**src/rtl/ntt_addr_gen.sv**
```systemverilog
// ntt_addr_gen: butterfly address generator for one NTT stage.
// Latches stage geometry on a new-stage trigger and walks every butterfly.
// Ports: clk, i_reset (async, active-high); i_point_configuration (N=64<<cfg),
//   i_working, i_new_stage_trigger, geometry (i_calcs_per_group, i_stride,
//   i_stride_index_offset, i_group_offset); i_ready / o_valid handshake;
//   o_addr_a, o_addr_b, o_twiddle_idx, o_last, o_stage_done, o_busy.
module ntt_addr_gen #(
   parameter int ADDR_W = 13,
   parameter int TW_W   = 12
) (
   input  logic              clk,
   input  logic              i_reset,
   input  logic [2:0]        i_point_configuration,
   input  logic              i_working,
   input  logic              i_new_stage_trigger,
   input  logic [9:0]        i_calcs_per_group,
   input  logic [7:0]        i_stride_index_offset,
   input  logic [9:0]        i_stride,
   input  logic [7:0]        i_group_offset,
   input  logic              i_ready,
   output logic              o_valid,
   output logic [ADDR_W-1:0] o_addr_a,
   output logic [ADDR_W-1:0] o_addr_b,
   output logic [TW_W-1:0]   o_twiddle_idx,
   output logic              o_last,
   output logic              o_stage_done,
   output logic              o_busy
);

   typedef enum logic {IDLE, RUN} state_t;

   state_t            state_q, state_d;
   logic [11:0]       tlast_q, tlast_d;
   logic [11:0]       cnt_q, cnt_d;
   logic [9:0]        cm1_q, cm1_d;
   logic [9:0]        k_q, k_d;
   logic [9:0]        stride_q, stride_d;
   logic [7:0]        sio_q, sio_d;
   logic [7:0]        goff_q, goff_d;
   logic [ADDR_W-1:0] base_q, base_d;
   logic [ADDR_W-1:0] a_q, a_d;
   logic [ADDR_W-1:0] b_q, b_d;
   logic [TW_W-1:0]   tw_q, tw_d;
   logic              last_q, last_d;
   logic              done_q, done_d;
   logic              start;
   logic [12:0]       total;

   assign start = i_new_stage_trigger && i_working;
   assign total = 13'd32 << i_point_configuration;

   always_comb begin
      state_d  = state_q;
      tlast_d  = tlast_q;
      cnt_d    = cnt_q;
      cm1_d    = cm1_q;
      k_d      = k_q;
      stride_d = stride_q;
      sio_d    = sio_q;
      goff_d   = goff_q;
      base_d   = base_q;
      tw_d     = tw_q;
      done_d   = 1'b0;
      // A trigger always wins, even over the final handshake.
      if (start) begin
         state_d  = RUN;
         tlast_d  = 12'(total - 13'd1);
         cm1_d    = (i_calcs_per_group == '0) ? '0
                                              : i_calcs_per_group - 10'd1;
         stride_d = i_stride;
         sio_d    = i_stride_index_offset;
         goff_d   = i_group_offset;
         cnt_d    = '0;
         k_d      = '0;
         base_d   = '0;
         tw_d     = '0;
      end else if (state_q == RUN && !i_working) begin
         state_d = IDLE;
      end else if (state_q == RUN && i_ready) begin
         if (cnt_q == tlast_q) begin
            state_d = IDLE;
            done_d  = 1'b1;
         end else begin
            cnt_d = cnt_q + 12'd1;
            if (k_q == cm1_q) begin
               k_d    = '0;
               tw_d   = '0;
               base_d = base_q + ADDR_W'(stride_q) + ADDR_W'(goff_q);
            end else begin
               k_d  = k_q + 10'd1;
               tw_d = tw_q + TW_W'(sio_q);
            end
         end
      end
      // Output registers load the pair for the next-state counters.
      a_d    = base_d + ADDR_W'(k_d);
      b_d    = a_d + ADDR_W'(stride_d);
      last_d = (state_d == RUN) && (cnt_d == tlast_d);
   end

   always_ff @(posedge clk or posedge i_reset) begin
      if (i_reset) begin
         state_q  <= IDLE;
         tlast_q  <= '0;
         cnt_q    <= '0;
         cm1_q    <= '0;
         k_q      <= '0;
         stride_q <= '0;
         sio_q    <= '0;
         goff_q   <= '0;
         base_q   <= '0;
         tw_q     <= '0;
         a_q      <= '0;
         b_q      <= '0;
         last_q   <= 1'b0;
         done_q   <= 1'b0;
      end else begin
         state_q  <= state_d;
         tlast_q  <= tlast_d;
         cnt_q    <= cnt_d;
         cm1_q    <= cm1_d;
         k_q      <= k_d;
         stride_q <= stride_d;
         sio_q    <= sio_d;
         goff_q   <= goff_d;
         base_q   <= base_d;
         tw_q     <= tw_d;
         a_q      <= a_d;
         b_q      <= b_d;
         last_q   <= last_d;
         done_q   <= done_d;
      end
   end

   assign o_valid       = (state_q == RUN);
   assign o_busy        = (state_q == RUN);
   assign o_addr_a      = a_q;
   assign o_addr_b      = b_q;
   assign o_twiddle_idx = tw_q;
   assign o_last        = last_q;
   assign o_stage_done  = done_q;

endmodule

```
**config.mk**
```make
export PLATFORM = sky130hd
export DESIGN_NAME = ntt_addr_gen
export DESIGN_NICKNAME = d
export VERILOG_FILES = /design/src/rtl/ntt_addr_gen.sv
export SDC_FILE = /design/constraint.sdc
export NUM_CORES = 1
export LEC_CHECK = 0
export BUFFER_PORTS_ARGS = -buffer_cell sky130_fd_sc_hd__buf_2
export CAP_MARGIN = 20
export CORE_MARGIN = 4
export CORE_UTILIZATION = 26
export DETAILED_ROUTE_END_ITERATION = 12
export HOLD_SLACK_MARGIN = 0.02
export PLACE_DENSITY = 0.49
export SYNTH_ARGS = -nofsm -noshare
export SYNTH_HDL_FRONTEND = slang
export SYNTH_SLANG_ARGS = --single-unit
```
**constraint.sdc**
```tcl
create_clock -name clk -period 5.35 [get_ports clk]
set_input_delay 0.8025 -clock clk [delete_from_list [all_inputs] [get_ports clk]]
set_output_delay 0.8025 -clock clk [all_outputs]
set_load 0.005 [all_outputs]
```
==> metrics <==
status=completed; cells after synthesis=745; GR met1 Demand/Resource=0.1685; leading area contributor after synthesis=dfrtp_1; layout overhead on the synthesized area=23.27%; die width=173.3 µm; asr flop ratio synth=1.000; CTS Buffer Depth=2; via count=5,466; clk_skew=0.01032 ns; routed length per instance=14.94 µm; Skew-Pair Late Insertion Delay=0.42 ns; sequential fraction of the synthesis area=0.4369; Worst-Margin Slew=0.7153 ns; Port Buffers=85; PD cells=310.8 nW/µm²; Bufs and invs on worst path=3; fmax=0.2058 GHz; register area=3103 µm²; Placed Instances=1,178; Remaining Overflow, GRT=0; Post-Route WL=18.07 mm; Filler cells=2,783; ANT cells=0; die area=30,020 µm²; Hold Path Class=reg2reg; 1st-pass router iterations=4; H-tree depth=4; share of the synthesized area in the top cell type=0.4369; Hold Worst Slack=0.4785 ns; chip height=173.3 µm; count of final hold-check violations=0; startpoint types=register; Synth Flop Type=dfrtp_1; Critical Path AT=5.20 ns; Slew Viols, Final=0; most common cell after layout, fill and taps aside=nand2_1; vias in the first global route=5,693; CP Capture Type=register; critical path peak fanout=4; # DRC=0; gr usage total=0.1235; Synth Area per Inst=9.533 µm²; Max-Cap Viols=0; CTS tree=built; Post-synth EDFFs=0; number of distinct library cells after synthesis=56; CP max-delay cell=dfrtp_1; Finished Layout Cells=1,210; Synth Warn #=0; commonest cells after routing, fill and taps aside=140 x nand2_1, 124 x dfrtp_1, 85 x buf_2; GRT busiest layer=met2; Area contributors post-synth=dfrtp_1 44%, ha_1 7.8%, nand2_1 7.5%; vias per inst=4.517; total CTS buffers=17; worst vdd ir=201.8 µV; met2 Track Usage GR=0.1937; post-layout util=0.3257; Seq cells post-synth=124; Site Rows=60; Worst-path clk slew=0.06 ns; initial DRC count=280; RSZ-0062 raised after global routing=no; post-synthesis cell area=7102 µm²; hold buffers post-CTS=0; Setup TNS=0 ns; Placer Congestion=0.8097; syn nets=845; core area=26,880 µm²; cell mode on critical path=o21ai_0; effective utilization at floorplan=0.2642; max_slew headroom=0.5232; layout cell share with drive strength beyond 1=0.1979; slowest stage delay, CP=0.41 ns; leakage=4.259 nW; Worst Path Required=5.69 ns; Multi-input gate area=3884 µm²; global-route wire length before repair=29.86 mm; M3 GR Usage=0.03490; Crit Path Class=reg2reg; Antenna Nets Post-Route=0; cell family with most CP delay=simple AND/OR/NAND/NOR gates; Final HPWL DP=13.41 mm; CTS root buf=clkbuf_16; fin crit share=0.9083; # nets final=957; fin crit period=4.859 ns; antenna violations before repair=1; pin count of the biggest net entering global routing=55; Setup-failing EPs final=0; CTS Sinks=124; IO Count=86
[Yosys cell counts (3+ instances only)]
| cell type | n |
|---|---|
| nand2_1 | 141 |
| dfrtp_1 | 124 |
| nor2_1 | 62 |
| xnor2_1 | 48 |
| ha_1 | 44 |
| o21ai_0 | 44 |
| xor2_1 | 43 |
| a21oi_1 | 34 |
| inv_1 | 18 |
| nand3_1 | 18 |
| a21o_1 | 14 |
| clkbuf_1 | 13 |
| nor3_1 | 13 |
| fa_1 | 12 |
| nand2b_1 | 9 |
| nor4_1 | 8 |
| and2_1 | 7 |
| nand4_1 | 7 |
| nor2b_1 | 7 |
| or3_1 | 7 |
| and3_1 | 6 |
| o21a_1 | 5 |
| buf_1 | 4 |
| or2_2 | 4 |
| or4_1 | 4 |
| a31o_2 | 3 |
| and4_1 | 3 |
| buf_2 | 3 |
| mux2i_1 | 3 |
| o2111ai_1 | 3 |
| o31a_1 | 3 |
[power by group]
group / total, W / internal [W] / switching [W]
Combinational: 0.000424 / 0.000188 / 0.000236
Clock: 0.00124 / 0.000800 / 0.000438
Sequential: 0.00106 / 0.00101 / 0.0000512
[kinds of logic (layout without fill, tap and decap cells)]
logic type               count (synthesis)  in the layout  share of synthesized area
flip-flops                             124            124                     0.4369
adder cells (fa/ha/maj)                 56             56                     0.1113
XOR/XNOR                                91             91                     0.1122
AND/OR/NAND/NOR                        303            303                     0.1966
multiplexers                             5              5                   0.007928
AO/OA/AOI/OAI                          126            126                     0.1128
buffers and inverters                   40            164                    0.02220
[metal layers]
metal / routed length (µm) / vias to the layer above
met3: 707 / 11
li1: - / 2770
met5: 7 / -
met1: 8900 / 2591
met4: 127 / 2
met2: 8331 / 92
[through the flow]
| stage | power (W) | area (µm²) | setup slack (ns) |
|---|---|---|---|
| floorplan | 0.001358 | 7102 | 0.3580 |
| global placement | 0.001501 | 8084 | 0.2319 |
| detailed placement | 0.001503 | 8084 | 0.1476 |
| CTS | 0.002766 | 8708 | 0.1700 |
| global route | 0.002878 | 8755 | 0.03701 |
| finish | 0.002721 | 8755 | 0.4908 |
[worst reg2reg max path: cells and delay by family, from the launching register on]
kind	cells	cell delay [ns]
fa+ha+maj	3	0.86
flops	1	0.41
simple gates	8	1.34
compound gates	8	1.28
buf+inv	3	0.37
xor+xnor	3	0.51
[sequential cells by signal, indices dropped and copies added (netlist names), 8 cells and up]
signal,count
sio_q,8
cm1_q,10
tlast_q,12
cnt_q,12
o_addr_a,13
goff_q,8
o_twiddle_idx,12
k_q,10
o_addr_b,13
base_q,13
stride_q,10
[path summary, 6_finish.rpt]
check	from	endpoint	slack [ns]	cells past startpoint
max in group asynchronous	i_reset	base_q[11]$_DFF_PP0_	3.86	3
max reg2reg	tlast_q[6]$_DFF_PP0_	o_addr_b[12]$_DFF_PP0_	0.49	25
min in group asynchronous	i_reset	cm1_q[1]$_DFFE_PP0P_	0.50	2
max	tlast_q[6]$_DFF_PP0_	o_addr_b[12]$_DFF_PP0_	0.49	25
min	sio_q[4]$_DFFE_PP0P_	sio_q[4]$_DFFE_PP0P_	0.48	2
min reg2reg	sio_q[4]$_DFFE_PP0P_	sio_q[4]$_DFFE_PP0P_	0.48	2
[area by class of cell]
| cell class | instances | area share |
|---|---|---|
| Multi-Input combinational cell | 581 | 0.4436 |
| Sequential cell | 124 | 0.3544 |
| Timing Repair Buffer | 114 | 0.07346 |
| Clock buffer | 20 | 0.05217 |
| Tap cell | 341 | 0.04874 |
| Clock inverter | 11 | 0.01915 |
| Inverter | 19 | 0.008432 |
[timing repair]
action,4_1_cts,5_1_grt
endpoints found under the setup margin,0,2
setup buffers,0,1
resized for setup,0,7
Note: power is estimated with default switching activity, not from simulation.
